**config.mk**
```make
export PLATFORM = sky130hd
export DESIGN_NAME = vga_timing_sequencer
export DESIGN_NICKNAME = d
export VERILOG_FILES = /design/src/rtl/vga_timing_sequencer_pkg.sv /design/src/rtl/vga_timing_sequencer_axis.sv /design/src/rtl/vga_timing_sequencer.sv
export SDC_FILE = /design/constraint.sdc
export NUM_CORES = 1
export LEC_CHECK = 0
export CAP_MARGIN = 5
export CORE_MARGIN = 3
export CORE_UTILIZATION = 35
export CTS_CLUSTER_SIZE = 12
export DETAILED_ROUTE_END_ITERATION = 16
export GPL_TIMING_DRIVEN = 0
export PLACE_DENSITY_LB_ADDON = 0.08
export SYNTH_ARGS = -nofsm -noshare
export SYNTH_HDL_FRONTEND = slang
export SYNTH_SLANG_ARGS = --single-unit
```
**constraint.sdc**
```tcl
create_clock -name Clk -period 8.75 [get_ports Clk]
set_input_delay 2.1875 -clock Clk [delete_from_list [all_inputs] [get_ports Clk]]
set_output_delay 2.1875 -clock Clk [all_outputs]
set_load 0.02 [all_outputs]
```
**src/rtl/vga_timing_sequencer_pkg.sv**
```systemverilog
// rtl/vga_timing_sequencer_pkg.sv - mode encodings, widths and per-mode raster timing table
package vga_timing_sequencer_pkg;

  localparam int PULSE_WIDTH   = 8;
  localparam int REZ_MAX_WIDTH = 11;

  typedef enum logic [1:0] {
    MODE_640     = 2'd0,
    MODE_800     = 2'd1,
    MODE_1024    = 2'd2,
    MODE_INVALID = 2'd3
  } mode_e;

  typedef struct packed {
    logic [REZ_MAX_WIDTH-1:0] active;
    logic [PULSE_WIDTH-1:0]   fp;
    logic [PULSE_WIDTH-1:0]   sync;
    logic [PULSE_WIDTH-1:0]   bp;
  } axis_timing_t;

  // *_neg = 1 means the sync pulse is active-low (idle high).
  typedef struct packed {
    axis_timing_t h;
    axis_timing_t v;
    logic         hs_neg;
    logic         vs_neg;
  } mode_timing_t;

  localparam mode_timing_t TIMING_640 = '{
    h: '{active: 11'd640, fp: 8'd16, sync: 8'd96, bp: 8'd48},
    v: '{active: 11'd480, fp: 8'd10, sync: 8'd2,  bp: 8'd33},
    hs_neg: 1'b1, vs_neg: 1'b1};

  localparam mode_timing_t TIMING_800 = '{
    h: '{active: 11'd800, fp: 8'd40, sync: 8'd128, bp: 8'd88},
    v: '{active: 11'd600, fp: 8'd1,  sync: 8'd4,   bp: 8'd23},
    hs_neg: 1'b0, vs_neg: 1'b0};

  localparam mode_timing_t TIMING_1024 = '{
    h: '{active: 11'd1024, fp: 8'd24, sync: 8'd136, bp: 8'd160},
    v: '{active: 11'd768,  fp: 8'd3,  sync: 8'd6,   bp: 8'd29},
    hs_neg: 1'b1, vs_neg: 1'b1};

  // Slot 3 is unreachable (invalid requests are rejected) and mirrors mode 0.
  localparam mode_timing_t [3:0] MODE_TABLE = {TIMING_640, TIMING_1024, TIMING_800, TIMING_640};

  function automatic logic [REZ_MAX_WIDTH-1:0] axis_total(input axis_timing_t t);
    return t.active + REZ_MAX_WIDTH'(t.fp) + REZ_MAX_WIDTH'(t.sync) + REZ_MAX_WIDTH'(t.bp);
  endfunction

endpackage

```
**src/rtl/vga_timing_sequencer_axis.sv**
```systemverilog
// rtl/vga_timing_sequencer_axis.sv - one raster axis counter (0..total-1) with wrap flag
module vga_axis_counter
  import vga_timing_sequencer_pkg::*;
(
  input  logic                     clk,
  input  logic                     rst_n,
  input  logic                     enable,
  input  logic                     clear,
  input  logic [REZ_MAX_WIDTH-1:0] total,
  output logic [REZ_MAX_WIDTH-1:0] count,
  output logic [REZ_MAX_WIDTH-1:0] count_next,
  output logic                     wrap
);

  logic [REZ_MAX_WIDTH-1:0] count_q, count_d;

  always_comb begin
    wrap    = enable && (count_q == total - REZ_MAX_WIDTH'(1));
    count_d = count_q;
    if (clear || wrap) begin
      count_d = '0;
    end else if (enable) begin
      count_d = count_q + REZ_MAX_WIDTH'(1);
    end
  end

  always_ff @(posedge clk or negedge rst_n) begin
    if (!rst_n) begin
      count_q <= '0;
    end else begin
      count_q <= count_d;
    end
  end

  assign count      = count_q;
  assign count_next = count_d;

endmodule

```
**src/rtl/vga_timing_sequencer.sv**
```systemverilog
// rtl/vga_timing_sequencer.sv - VGA raster sequencer with frame-boundary mode switching
module vga_timing_sequencer
  import vga_timing_sequencer_pkg::*;
(
  input  logic                     Clk,
  input  logic                     Rst,
  input  logic                     Enable,
  input  logic                     Mode_req,
  input  logic [1:0]               Mode_sel,
  output logic                     Mode_busy,
  output logic                     Mode_ack,
  output logic                     Mode_err,
  output logic [1:0]               Cur_mode,
  output logic                     Hsync,
  output logic                     Vsync,
  output logic                     Video_on,
  output logic                     Frame_start,
  output logic [REZ_MAX_WIDTH-1:0] X,
  output logic [REZ_MAX_WIDTH-1:0] Y
);

  mode_e cur_mode_q, cur_mode_d, pend_mode_q, pend_mode_d;
  logic  busy_q, busy_d, ack_q, ack_d, err_q, err_d, run_q, run_d;
  logic  hsync_q, hsync_d, vsync_q, vsync_d, video_on_q, video_on_d;
  logic  frame_start_q, frame_start_d;

  logic [REZ_MAX_WIDTH-1:0] h_total, v_total, x_next, y_next;
  logic [REZ_MAX_WIDTH-1:0] hs_start, hs_end, vs_start, vs_end;
  logic                     cnt_en, cnt_clr, h_wrap, v_wrap, apply;

  // run_q delays the first count so the first enabled cycle shows (0,0).
  assign cnt_en  = Enable && run_q;
  assign cnt_clr = !cnt_en;
  assign h_total = axis_total(MODE_TABLE[cur_mode_q].h);
  assign v_total = axis_total(MODE_TABLE[cur_mode_q].v);

  vga_axis_counter u_hcnt (
    .clk(Clk), .rst_n(Rst), .enable(cnt_en), .clear(cnt_clr), .total(h_total),
    .count(X), .count_next(x_next), .wrap(h_wrap)
  );

  vga_axis_counter u_vcnt (
    .clk(Clk), .rst_n(Rst), .enable(h_wrap), .clear(cnt_clr), .total(v_total),
    .count(Y), .count_next(y_next), .wrap(v_wrap)
  );

  // v_wrap is the last pixel of the frame; idle raster applies immediately.
  assign apply = busy_q && (v_wrap || !Enable);

  always_comb begin
    cur_mode_d  = cur_mode_q;
    pend_mode_d = pend_mode_q;
    busy_d      = busy_q;
    ack_d       = 1'b0;
    err_d       = 1'b0;
    run_d       = Enable;
    if (apply) begin
      cur_mode_d = pend_mode_q;
      busy_d     = 1'b0;
      ack_d      = 1'b1;
    end
    if (Mode_req) begin
      if (busy_q || (Mode_sel == MODE_INVALID)) begin
        err_d = 1'b1;
      end else begin
        pend_mode_d = mode_e'(Mode_sel);
        busy_d      = 1'b1;
      end
    end
  end

  // Outputs use the mode in force next cycle so polarity flips land with Mode_ack.
  always_comb begin
    hs_start      = MODE_TABLE[cur_mode_d].h.active + REZ_MAX_WIDTH'(MODE_TABLE[cur_mode_d].h.fp);
    hs_end        = hs_start + REZ_MAX_WIDTH'(MODE_TABLE[cur_mode_d].h.sync);
    vs_start      = MODE_TABLE[cur_mode_d].v.active + REZ_MAX_WIDTH'(MODE_TABLE[cur_mode_d].v.fp);
    vs_end        = vs_start + REZ_MAX_WIDTH'(MODE_TABLE[cur_mode_d].v.sync);
    hsync_d       = MODE_TABLE[cur_mode_d].hs_neg;
    vsync_d       = MODE_TABLE[cur_mode_d].vs_neg;
    if (Enable && (x_next >= hs_start) && (x_next < hs_end)) begin
      hsync_d = !MODE_TABLE[cur_mode_d].hs_neg;
    end
    if (Enable && (y_next >= vs_start) && (y_next < vs_end)) begin
      vsync_d = !MODE_TABLE[cur_mode_d].vs_neg;
    end
    video_on_d    = Enable && (x_next < MODE_TABLE[cur_mode_d].h.active)
                           && (y_next < MODE_TABLE[cur_mode_d].v.active);
    frame_start_d = Enable && (x_next == '0) && (y_next == '0);
  end

  always_ff @(posedge Clk or negedge Rst) begin
    if (!Rst) begin
      cur_mode_q    <= MODE_640;
      pend_mode_q   <= MODE_640;
      busy_q        <= 1'b0;
      ack_q         <= 1'b0;
      err_q         <= 1'b0;
      run_q         <= 1'b0;
      hsync_q       <= 1'b1;
      vsync_q       <= 1'b1;
      video_on_q    <= 1'b0;
      frame_start_q <= 1'b0;
    end else begin
      cur_mode_q    <= cur_mode_d;
      pend_mode_q   <= pend_mode_d;
      busy_q        <= busy_d;
      ack_q         <= ack_d;
      err_q         <= err_d;
      run_q         <= run_d;
      hsync_q       <= hsync_d;
      vsync_q       <= vsync_d;
      video_on_q    <= video_on_d;
      frame_start_q <= frame_start_d;
    end
  end

  assign Cur_mode    = cur_mode_q;
  assign Mode_busy   = busy_q;
  assign Mode_ack    = ack_q;
  assign Mode_err    = err_q;
  assign Hsync       = hsync_q;
  assign Vsync       = vsync_q;
  assign Video_on    = video_on_q;
  assign Frame_start = frame_start_q;

endmodule

```
==> results of run 1 <==
[placed cells by master (no fill, tap or decap), types with 6 or more instances in the layout]
cell / instances
a21o_1: 12
inv_1: 23
ha_1: 39
buf_2: 6
nand4_1: 8
xnor2_1: 21
nor3_1: 11
nand2b_1: 6
nand3_1: 13
or3_1: 6
nor2_1: 35
a31oi_1: 6
clkbuf_8: 6
clkdlybuf4s50_1: 35
nand2_1: 12
dfrtp_1: 32
a21oi_1: 15
o21ai_0: 12
[report_power, final]
part	leakage (nW)	switching (mW)	internal (mW)	total (mW)
combinational	1.09	0.181	0.121	0.302
sequential	0.449	0.0126	0.174	0.187
clock	0.0714	0.0665	0.122	0.188
[layer usage]
metal | routed length (µm) | track usage | share of wire | vias up
li1 | - | - | - | 1288
met3 | 248 | 0.0258 | 0.032 | 6
met5 | 0 | 0 | 0 | -
met4 | 72 | 0.0373 | 0.0093 | 0
met1 | 3880 | 0.243 | 0.50 | 1219
met2 | 3550 | 0.270 | 0.46 | 46
[kinds of logic after synthesis]
family,Yosys count
flops,34
simple gates,122
mux,4
buf+inv,35
xor+xnor,25
fa+ha+maj,39
compound gates,72
[worst paths after layout]
path                       depth (start not counted)           start  slack [ps]         endpoint
setup / recovery                                  17          Enable        2310            Vsync
hold / removal                                     2  pend_mode_q[0]         490   pend_mode_q[0]
hold reg to reg                                    2  pend_mode_q[0]         490   pend_mode_q[0]
max in group asynchronous                          1             Rst        6240  u_vcnt.count[6]
min in group asynchronous                          1             Rst        1990  u_hcnt.count[3]
setup reg to reg                                  21     Cur_mode[0]        3470            Vsync
[area by class of cell]
cell class,count,area share
tap,102,0.0359
inverter,24,0.0254
timing repair buffer,36,0.100
buffer,11,0.0187
clock buffer,6,0.0232
multi-input combinational,262,0.540
sequential,34,0.240
clock inverter,2,0.0169
[per-stage QoR]
| step | total power [mW] | setup WS (ps) | util |
|---|---|---|---|
| finish | 0.677 | 2310 | 0.448 |
| global placement | 0.487 | 2050 | 0.431 |
| global route | 0.734 | 2010 | 0.448 |
| CTS | 0.683 | 2330 | 0.448 |
| detailed placement | 0.489 | 2060 | 0.430 |
| floorplan | 0.398 | 3520 | - |
[cell usage after synthesis (5+ instances only)]
| cell | count | area share |
|---|---|---|
| xnor2_1 | 21 | 0.063 |
| a31oi_1 | 6 | 0.013 |
| nand3_1 | 13 | 0.022 |
| o21ai_0 | 12 | 0.021 |
| or3_1 | 6 | 0.013 |
| a21o_1 | 12 | 0.031 |
| nor3_1 | 11 | 0.019 |
| ha_1 | 39 | 0.17 |
| buf_2 | 5 | 0.0085 |
| nand2b_1 | 6 | 0.013 |
| dfrtp_1 | 32 | 0.27 |
| nor2_1 | 35 | 0.045 |
| inv_1 | 23 | 0.029 |
| nand2_1 | 12 | 0.015 |
| nand4_1 | 8 | 0.017 |
| a21oi_1 | 15 | 0.026 |
[critical path: stages]
cell             delay [ps]
clkdlybuf4s50_1         540
nand2_1                 270
nor2_1                  380
a41oi_1                 260
nand2b_1                260
mux2_2                  330
inv_1                    80
ha_1                    390
inv_1                   210
ha_1                    360
a21o_1                  170
a21o_1                  170
a21oi_1                 170
o21ai_0                 140
nor4_1                  410
a311oi_1                110
xnor2_1                 200
[flip-flops by register name, indices dropped and copies added (netlist names)]
| name | cells |
|---|---|
| u_hcnt.count | 11 |
| u_vcnt.count | 11 |
| Mode_err | 1 |
| run_q | 1 |
| Video_on | 1 |
| Mode_busy | 1 |
| Cur_mode | 2 |
| Hsync | 1 |
| Vsync | 1 |
| pend_mode_q | 2 |
| Mode_ack | 1 |
| Frame_start | 1 |
==> results.ini, run 1 <==
[yosys]
avgSynthCellArea_um2 = 8.84
yosys.area_share.xor_xnor = 0.0748
synth_flop_cell = dfrtp_1
synth_fp_nets = 376
yosys.area_share.simple = 0.230
ys_seq_area_frac = 0.292
synth_top_family_by_area = simple AND/OR/NAND/NOR gates
synthesis.area_mm2 = 0.00293
synth_cell_types = 56
synth_compound_area_frac = 0.168
synth_edf_count = 0
synthMuxAreaShare = 0.0150
synth-seq-cells = 34
synth_warnings = 0
syn-instance-count = 331
synthAdderAreaFrac = 0.167
async_reset_ff_frac = 1.00

[cts]
clock_tree.root_cell = clkbuf_8
clk_path_buf_depth = 2
cts_sinks = 34
clk-insertion-delay-late_ps = 290
holdBufCountCts = 0
clk_pin_slew_worst_paths_ps = 80
post_cts_resized = 0
cts_setup_buffers = 0
cts_htree_levels = 2
cts_tree = yes
cts_inserted_buffers = 5

[floorplan]
rows = 32
start_util = 0.369
core_area_mm2 = 0.00793
ios = 37
fp.dieArea_mm2 = 0.00949
die_h_um = 97.4
die_x_um = 97.4

[layout]
nFillCells = 815
fin_nets = 419
stdcell_area_mm2 = 0.00355
seqCellArea_um2 = 853
fin_cells = 477
multi_input_comb_area_mm2 = 0.00192
drive_gt1_frac = 0.0853
area_growth_pct = 21.4
antenna_cells = 0

[timing]
grt_setup_unrepaired = no
worst_pin_slew_ps = 821
setup_violations = 0
clock_skew_ps = 4.76
max_slew_margin = 0.453
hold_viol_final = 0
timing.hold.ws_ps = 492
fin_crit_ps = 6440
finalCritPeriodShare = 0.736
slew_viol_final = 0
fin_tns_setup_ps = 0
max_freq_ghz = 0.155

[global_route]
grt_antenna_before_repair = 0
grt_pass1_wl_um = 13300
track_usage = 0.170
grt.overflow.total = 0
grt_max_degree = 35
grt_pass1_vias = 2584

[detailed_routing]
routed_via_density = 5.36
wire_per_inst_um = 16.2
firstDrtPassIters = 4
drc = 0
drtIter0Drc = 109
drt_wl_total_um = 7750
postRouteAntennaNets = 0
num_vias = 2559

[power_and_ir_drop]
p_per_area_mw_per_mm2 = 191
ir_drop_mv = 0.160
leakage_nw = 1.61

[critical_path]
worst_setup_path_start_kind = primary input
cp.required_ps = 8960
end_kind = flip-flop
critPathKind = primary input to flip-flop
worstPathArrival_ps = 6640
path_max_fanout = 10

[place]
dp_hpwl_um = 5990
place_inst = 469
place_congestion = 0.875
post_dp_cell_area_mm2 = 0.00341
io_buffers = 36

[job]
cap_violations = 0

[status]
status = finished clean

[worst_hold_path]
hold_path_class = flip-flop to flip-flop

Note: power is estimated with default switching activity, not from simulation.
==> inputs of run 2 (changes only) <==
==> constraint.sdc (replaced) <==
create_clock -name Clk -period 6.4 [get_ports Clk]
set_input_delay 1.6 -clock Clk [delete_from_list [all_inputs] [get_ports Clk]]
set_output_delay 1.6 -clock Clk [all_outputs]
set_load 0.02 [all_outputs]
==> results of run 2 <==
Same layout as run 1 (identical final DEF). Status: finished clean.
Among the figures that moved: setup slack after placement 2060 ps -> 296 ps; setup slack after layout 2310 ps -> 550 ps; register-to-register setup slack 3470 ps -> 1120 ps; total power 0.677 mW -> 0.926 mW; worst IR drop on VDD 0.160 mV -> 0.219 mV
